`config.mk`:
```
export PLATFORM = sky130hd
export DESIGN_NAME = pc_fetch_unit
export DESIGN_NICKNAME = d
export VERILOG_FILES = /design/src/rtl/cpu_pkg.sv /design/src/rtl/pc_next_sel.sv /design/src/rtl/pc_fetch_unit.sv
export SDC_FILE = /design/constraint.sdc
export NUM_CORES = 1
export LEC_CHECK = 0
export BUFFER_PORTS_ARGS = -buffer_cell sky130_fd_sc_hd__buf_2
export CAP_MARGIN = 10
export CORE_MARGIN = 4
export CORE_UTILIZATION = 58
export DETAILED_ROUTE_END_ITERATION = 6
export MAX_ROUTING_LAYER = met4
export PLACE_DENSITY_LB_ADDON = 0.12
export SYNTH_ARGS = -nofsm -noshare
export SYNTH_HDL_FRONTEND = slang
export SYNTH_SLANG_ARGS = --single-unit
```
`constraint.sdc`:
```
create_clock -name clk -period 13.1 [get_ports clk]
set_input_delay 0 -clock clk [delete_from_list [all_inputs] [get_ports clk]]
set_output_delay 0 -clock clk [all_outputs]
set_load 0.005 [all_outputs]
```
`src/rtl/cpu_pkg.sv`:
```
// Shared CPU constants: fetch state encoding, PC width and instruction field widths.
package cpu_pkg;

    localparam int PC_W   = 32;
    localparam int IMM_W  = 16;
    localparam int JIDX_W = 26;

    typedef enum logic [1:0] {
        FETCH_BOOT  = 2'd0,
        FETCH_RUN   = 2'd1,
        FETCH_FAULT = 2'd2
    } fetch_state_t;

endpackage

```
`src/rtl/pc_next_sel.sv`:
```
// Combinational next-PC selection: redirect priority mux, target arithmetic
// and fetch-target legality check against the instruction memory size.
module pc_next_sel
    import cpu_pkg::*;
#(
    parameter int IMEM_BYTES = 64
) (
    input  logic [PC_W-1:0]   pc,
    input  logic              branch_taken,
    input  logic [IMM_W-1:0]  branch_offset,
    input  logic              jump_en,
    input  logic [JIDX_W-1:0] jump_index,
    input  logic              jr_en,
    input  logic [PC_W-1:0]   jr_target,
    output logic [PC_W-1:0]   pc_plus4,
    output logic [PC_W-1:0]   next_pc,
    output logic              target_illegal
);

    localparam logic [PC_W-1:0] LAST_WORD = 32'(IMEM_BYTES - 4);

    logic [PC_W-1:0] branch_disp;

    assign pc_plus4    = pc + 32'd4;
    assign branch_disp = {{(PC_W-IMM_W-2){branch_offset[IMM_W-1]}}, branch_offset, 2'b00};

    always_comb begin
        next_pc = pc_plus4;
        if (jr_en) begin
            next_pc = jr_target;
        end else if (jump_en) begin
            next_pc = {pc_plus4[31:28], jump_index, 2'b00};
        end else if (branch_taken) begin
            next_pc = pc_plus4 + branch_disp;
        end
    end

    // Running off the last word is illegal too; the PC never wraps silently.
    assign target_illegal = (next_pc[1:0] != 2'b00) || (next_pc > LAST_WORD);

endmodule

```
`src/rtl/pc_fetch_unit.sv`:
```
// Program-counter stage: PC register, BOOT/RUN/FAULT sequencing and sticky fault.
// Optional macro PC_FETCH_COUNT_EN adds a saturating fetch_count output.
module pc_fetch_unit
    import cpu_pkg::*;
#(
    parameter logic [31:0] PC_RESET   = 32'h0000_0000,
    parameter int          IMEM_BYTES = 64
) (
    input  logic        clk,
    input  logic        rst_n,
    input  logic        stall,
    input  logic        branch_taken,
    input  logic [15:0] branch_offset,
    input  logic        jump_en,
    input  logic [25:0] jump_index,
    input  logic        jr_en,
    input  logic [31:0] jr_target,
    output logic [31:0] I_mem_addr,
    output logic [31:0] pc_plus4,
    output logic        fetch_valid,
    output logic        addr_fault
`ifdef PC_FETCH_COUNT_EN
    ,
    output logic [31:0] fetch_count
`endif
);

    fetch_state_t    state;
    logic [PC_W-1:0] pc;
    logic [PC_W-1:0] next_pc;
    logic            target_illegal;

    assign I_mem_addr = pc;

    pc_next_sel #(
        .IMEM_BYTES (IMEM_BYTES)
    ) u_next_sel (
        .pc             (pc),
        .branch_taken   (branch_taken),
        .branch_offset  (branch_offset),
        .jump_en        (jump_en),
        .jump_index     (jump_index),
        .jr_en          (jr_en),
        .jr_target      (jr_target),
        .pc_plus4       (pc_plus4),
        .next_pc        (next_pc),
        .target_illegal (target_illegal)
    );

    // An illegal target leaves the PC on the last good fetch address for debug.
    always_ff @(posedge clk or negedge rst_n) begin
        if (!rst_n) begin
            pc          <= PC_RESET;
            state       <= FETCH_BOOT;
            fetch_valid <= 1'b0;
            addr_fault  <= 1'b0;
        end else begin
            case (state)
                FETCH_BOOT: begin
                    state       <= FETCH_RUN;
                    fetch_valid <= 1'b1;
                end
                FETCH_RUN: begin
                    if (!stall) begin
                        if (target_illegal) begin
                            state       <= FETCH_FAULT;
                            fetch_valid <= 1'b0;
                            addr_fault  <= 1'b1;
                        end else begin
                            pc <= next_pc;
                        end
                    end
                end
                FETCH_FAULT: begin
                end
                default: begin
                    state       <= FETCH_FAULT;
                    fetch_valid <= 1'b0;
                    addr_fault  <= 1'b1;
                end
            endcase
        end
    end

`ifdef PC_FETCH_COUNT_EN
    always_ff @(posedge clk or negedge rst_n) begin
        if (!rst_n) begin
            fetch_count <= 32'd0;
        end else if (state == FETCH_RUN && !stall && !target_illegal &&
                     fetch_count != 32'hFFFF_FFFF) begin
            fetch_count <= fetch_count + 32'd1;
        end
    end
`endif

endmodule

```
Yosys cells after proc, flatten, opt, wreduce, memory -nomap -nowiden
Cells that the tools add are included.

operators by class
  add/subtract/negate cells = 2
  magnitude comparators = 1
  eq/ne operators = 4
  multiplexer cells = 12
  bitwise gates (word level) = 4
  reductions and logical operators = 7

operators by type and width
  kind                                                                               count
  32-bit 2-to-1 mux                                                                  3
  32-bit by 3-bit adder with 32-bit output (second input constant)                   1
  32-bit adder                                                                       1
  32-bit by 6-bit greater-than comparator with 1-bit output (second input constant)  1
  3-bit AND reduction                                                                3
  2-bit case mux with 3 select lines                                                 1
  1-bit 2-to-1 mux                                                                   4
  2-bit 2-to-1 mux                                                                   2
  2-bit inequality test (second input constant)                                      2
  1-bit NOT                                                                          4
  1-bit case mux with 3 select lines                                                 1
  2-bit by 1-bit equality test with 1-bit output (second input constant)             1
  2-bit equality test (second input constant)                                        1
  2-bit logical NOT                                                                  1
  1-bit case mux with 2 select lines                                                 1
  2-bit nonzero test                                                                 1
  2-bit OR reduction                                                                 1
  1-bit logical OR                                                                   1

storage, ports and cells
  flip-flop bits (word level) = 36
  output and inout port bits = 66

Longest topological paths before layout
  word-level depth = 10
  mapped depth = 20
  gate-level depth less buffers = 16

Modules after synthesis
Synthesis repeated with hierarchy kept, for this count alone.

second synthesis, totals
  cells, all modules = 595
  area total of the unflattened synthesis = 4,626.9 um^2

modules (own cells, without submodules)
  module         times used  cells each  area each (um^2)
  pc_next_sel    1           518         3,303.2
  pc_fetch_unit  1           77          1,323.8

Least setup slack after synthesis
No wires, ideal clock.

  kind = register to register
  start = register pc[2], in the netlist I_mem_addr[2]
  end = register pc[5], in the netlist I_mem_addr[5]
  arrival time = 4,452 ps
  required time = 12,973 ps
  setup slack = 8,520 ps
  cell stages (with the launch flop) = 20
  period minus slack after synthesis = 4,580 ps
  cells stage by stage = dfrtp_1 > ha_1 > clkbuf_1 > nand2_1 > nor3_1 > xor2_1 > ha_1 > buf_2 > a21oi_1 > o21ai_0 > a22oi_1 > nand3b_1 > or4_1 > and4_1 > a211o_1 > nor4_1 > and4b_1 > buf_4 > buf_6 > mux2_1

between the ends
  cells in the longest elaborated chain, start to end = 9

ends and longest elaborated chain
  what                                                         RTL line             source
  start, declared                                              pc_fetch_unit.sv:29  logic [PC_W-1:0] pc;
  start signal, assigned                                       pc_fetch_unit.sv:70  pc <= next_pc;
  32-bit by 3-bit adder with 32-bit output *                   pc_next_sel.sv:24    assign pc_plus4 = pc + 32'd4;
  net pc_plus4[14]                                             pc_fetch_unit.sv:19  output logic [31:0] pc_plus4,
  32-bit adder                                                 pc_next_sel.sv:34    next_pc = pc_plus4 + branch_disp;
  32-bit 2-to-1 mux *                                          pc_next_sel.sv:33    end else if (branch_taken) begin
  32-bit 2-to-1 mux *                                          pc_next_sel.sv:31    end else if (jump_en) begin
  32-bit 2-to-1 mux *                                          pc_next_sel.sv:29    if (jr_en) begin
  32-bit by 6-bit greater-than comparator with 1-bit output *  pc_next_sel.sv:39    assign target_illegal = (next_pc[1:0] != 2'b00) || (next_pc > LAST_WORD);
  1-bit logical OR *                                           pc_next_sel.sv:39
  1-bit NOT (no source line) *                                 n/a
  3-bit AND reduction (no source line) *                       n/a

Mark *: on every way through the listed nets, which the timed path passes. The rest lies on a longest branch.
A chain may end at the register's enable or synchronous reset.

Worst setup path in the final report
  start = register pc[2], in the netlist I_mem_addr[2]
  end = register pc[5], in the netlist I_mem_addr[5]

between the ends
  cells in the longest elaborated chain, start to end = 9

ends and longest elaborated chain
  what                                                       RTL line
  32-bit by 3-bit adder with 32-bit output *                 pc_next_sel.sv:24
  32-bit adder                                               pc_next_sel.sv:34
  32-bit 2-to-1 mux                                          pc_next_sel.sv:33
  32-bit 2-to-1 mux *                                        pc_next_sel.sv:31
  32-bit 2-to-1 mux *                                        pc_next_sel.sv:29
  32-bit by 6-bit greater-than comparator with 1-bit output  pc_next_sel.sv:39
  1-bit logical OR                                           pc_next_sel.sv:39
  1-bit NOT (no source line)                                 n/a
  3-bit AND reduction (no source line)                       n/a

Every way passes the cells marked *; elsewhere a longest branch is shown, timed or not.

==> impl_results.md <==
* Status: finished, final reports clean
* Slew Viols, Final at 0
* Placed cell area at roughly 0.0057 mm²
* Commonest non-fill, non-tap cell in the layout: buf_2
* Share of layout cells above drive strength 1 at a little under a quarter
* Final-stage net count at a little over 900
* Post-synth design cell area at between 0.005 and 0.006 mm²
* Routed length on met1 at ~7400 µm
* N_diodes at 0
* Number of synthesized flops with an enable pin at 0
* Max Root-Sink Buffers at 2
* GP Congestion at around 1.0
* Post-CTS setup buffers at 0
* Fin crit share at about 43%
* Non-Filler Instances at 901
* Worst setup SP type: flip-flop
* CP Class: flip-flop to flip-flop
* Min-delay src: jr_target[2]
* Most frequent cells in the layout: buf_2, nand2_1, a21oi_1
* DP Wirelength at 15600 µm
* Ports at between 100 and 150
* Clk Latency, worst-skew pair at 0.29 ns
* DR iter-0 viols at around 640
* Synth top area cells: dfrtp_1, ha_1, a21oi_1
* DR WL met3 at between 2000 and 2500 µm
* Remaining DRCs at 0
* Met2 WL at 9010 µm
* Post-CTS Resized at 0
* Reg2reg start: I_mem_addr[2]
* Max Freq at 0.176 GHz
* Pwr/cell area at about 46 mW/mm²
* Area leader, netlist: dfrtp_1
* RSZ-0062 raised after global routing: no
* Register area share after synthesis at roughly 17%
* Clock Skew at ~0.0057 ns
* Total instance count after detailed placement at 892
* Worst-path clk slew at roughly 0.07 ns
* Relative slew margins at roughly 24%
* Remaining global-route overflow at 0
* First-pass GRT wire length at between 30000 and 40000 µm
* Chip height at roughly 100 µm
* Ys async rst share at 100%
* Die Width at between 100 and 150 µm
* Yosys top cell area share at between 15 and 20%
* H-Tree Depth at 2
* Vias in the first global route at around 5800
* Worst EP required at between 10 and 15 ns
* Total number of vias at ~6300
* Max Cap Violations at 0
* Design area at 0.00581 mm²
* Pin count of the biggest net entering global routing at 36
* CORE AREA at approximately 0.0083 mm²
* CP max FO at 32
* Post-synthesis register bit count at 35
* Die area at approximately 0.010 mm²
* Most used DFF post-synth: dfrtp_1
* Distinct cells, synth at 75
* # rows at 33
* IO Port Bufs at between 100 and 150
* CTS root buf: clkbuf_8
* Fin. Hold Viols at 0
* First-pass detailed-route iteration total at 6
* Minimum clock period at between 5 and 6 ns
* CP startpoint: I_mem_addr[2]
* Sink Count at 35
* Starting Density at between 60% and 70%
* Mapped Cells at a little under 700
* Endpoints failing setup at 0
* Area Growth Syn to Fin at 15.5%
* Highest metal used: met4
* VDD IR max at 0.118 mV
* Hold Slack at around 0.036 ns
* CP Capture Type: flip-flop
* Initial antenna violation count at 0
* Overall global routing resource usage at 38.6%
* Final wirelength at around 20000 µm
* Routed len/inst at around 22 µm
* HP Class: input pin to flip-flop
* Setup total negative slack at 0 ns
* Worst-Margin Slew at around 1.1 ns
* Avg Vias per Cell at about 7.0
* Overall Power at between 200 and 300 µW
* Setup slack, reg-to-reg at around 7.4 ns
* Num CTS Buffers at 5
* Net Count, Synth at 796
* Arrival time worst endpoint at 5.86 ns
* CTS tree: done
* Hold bufs inserted after CTS at 1
* Avg Cell Area, Syn at 7.36 µm²
* Routed Antenna Nets at 0
* Synth Warn # at 0
* Pleak at between 2 and 3 nW
[state kept, by name (all words and copies together) (netlist names)]
register,cells
I_mem_addr,32
state,2
addr_fault,1
[critical path, cell delays in order (launching register included)]
cell and delay [ns]:
dfrtp_1 0.51, ha_1 0.36, nand2_1 0.24, nor3_1 0.28, xor2_1 0.47, ha_1 0.43
a21oi_1 0.26, o21ai_0 0.21, a22oi_1 0.22, nand3b_1 0.17, or4_1 0.52, and4_1 0.19
a211o_1 0.26, nor4_1 0.43, and4b_1 0.27, buf_4 0.34, mux2_1 0.37
[report_power, final]
group	leakage, nW	switching (mW)	internal (mW)
combinational	2.32	0.0506	0.0310
clock	0.0402	0.0395	0.0369
sequential	0.469	0.000717	0.109
[Yosys cell counts (all sizes together) (10+ instances only)]
| library cell | number |
|---|---|
| nand4 | 26 |
| xor2 | 23 |
| o21ai | 47 |
| clkbuf | 30 |
| dfrtp | 35 |
| nand3 | 27 |
| mux2i | 10 |
| ha | 32 |
| nand2 | 69 |
| and4 | 11 |
| inv | 18 |
| buf | 13 |
| o211ai | 11 |
| nor4 | 13 |
| xnor2 | 15 |
| nor2b | 33 |
| nor3 | 21 |
| o21a | 10 |
| nor2 | 52 |
| a21oi | 53 |
[cells by family after synthesis]
logic type	count (synthesis)	share of synthesized area, %
simple gates	304	33.3
compound gates	196	25.7
buf+inv	61	5.17
xor+xnor	38	6.77
flops	35	17.4
fa+ha+maj	33	8.36
mux	16	3.33
[worst paths after layout]
check                                 end  cells past startpoint
max in group asynchronous   I_mem_addr[8]                      2
min in group asynchronous  I_mem_addr[22]                      2
max                         I_mem_addr[5]                     16
min reg2reg                    addr_fault                      1
min                         I_mem_addr[2]                      3
max reg2reg                 I_mem_addr[5]                     16
[cell type report]
class	instances	area, µm²
Clock buffer	5	68.8
Sequential cell	35	876
Inverter	18	67.6
Tap cell	105	131
Timing Repair Buffer	148	751
Multi-Input combinational cell	587	3900
Fill cell	723	2530
Clock inverter	3	20.0
[per-stage QoR]
stage,setup slack [ns],util (%)
3_5_place_dp,7.64,68.5
4_1_cts,7.59,69.7
5_1_grt,7.18,69.7
2_1_floorplan,8.52,-
3_3_place_gp,7.78,68.5
6_report,7.41,69.7
[routing by layer]
| layer | vias to the layer above | global-route usage [%] |
|---|---|---|
| met1 | 2843 | 50.2 |
| met2 | 524 | 61.1 |
| li1 | 2775 | - |
| met5 | - | - |
| met3 | 126 | 5.26 |
| met4 | 0 | 14.4 |
Power figures use the tool's default switching activity.
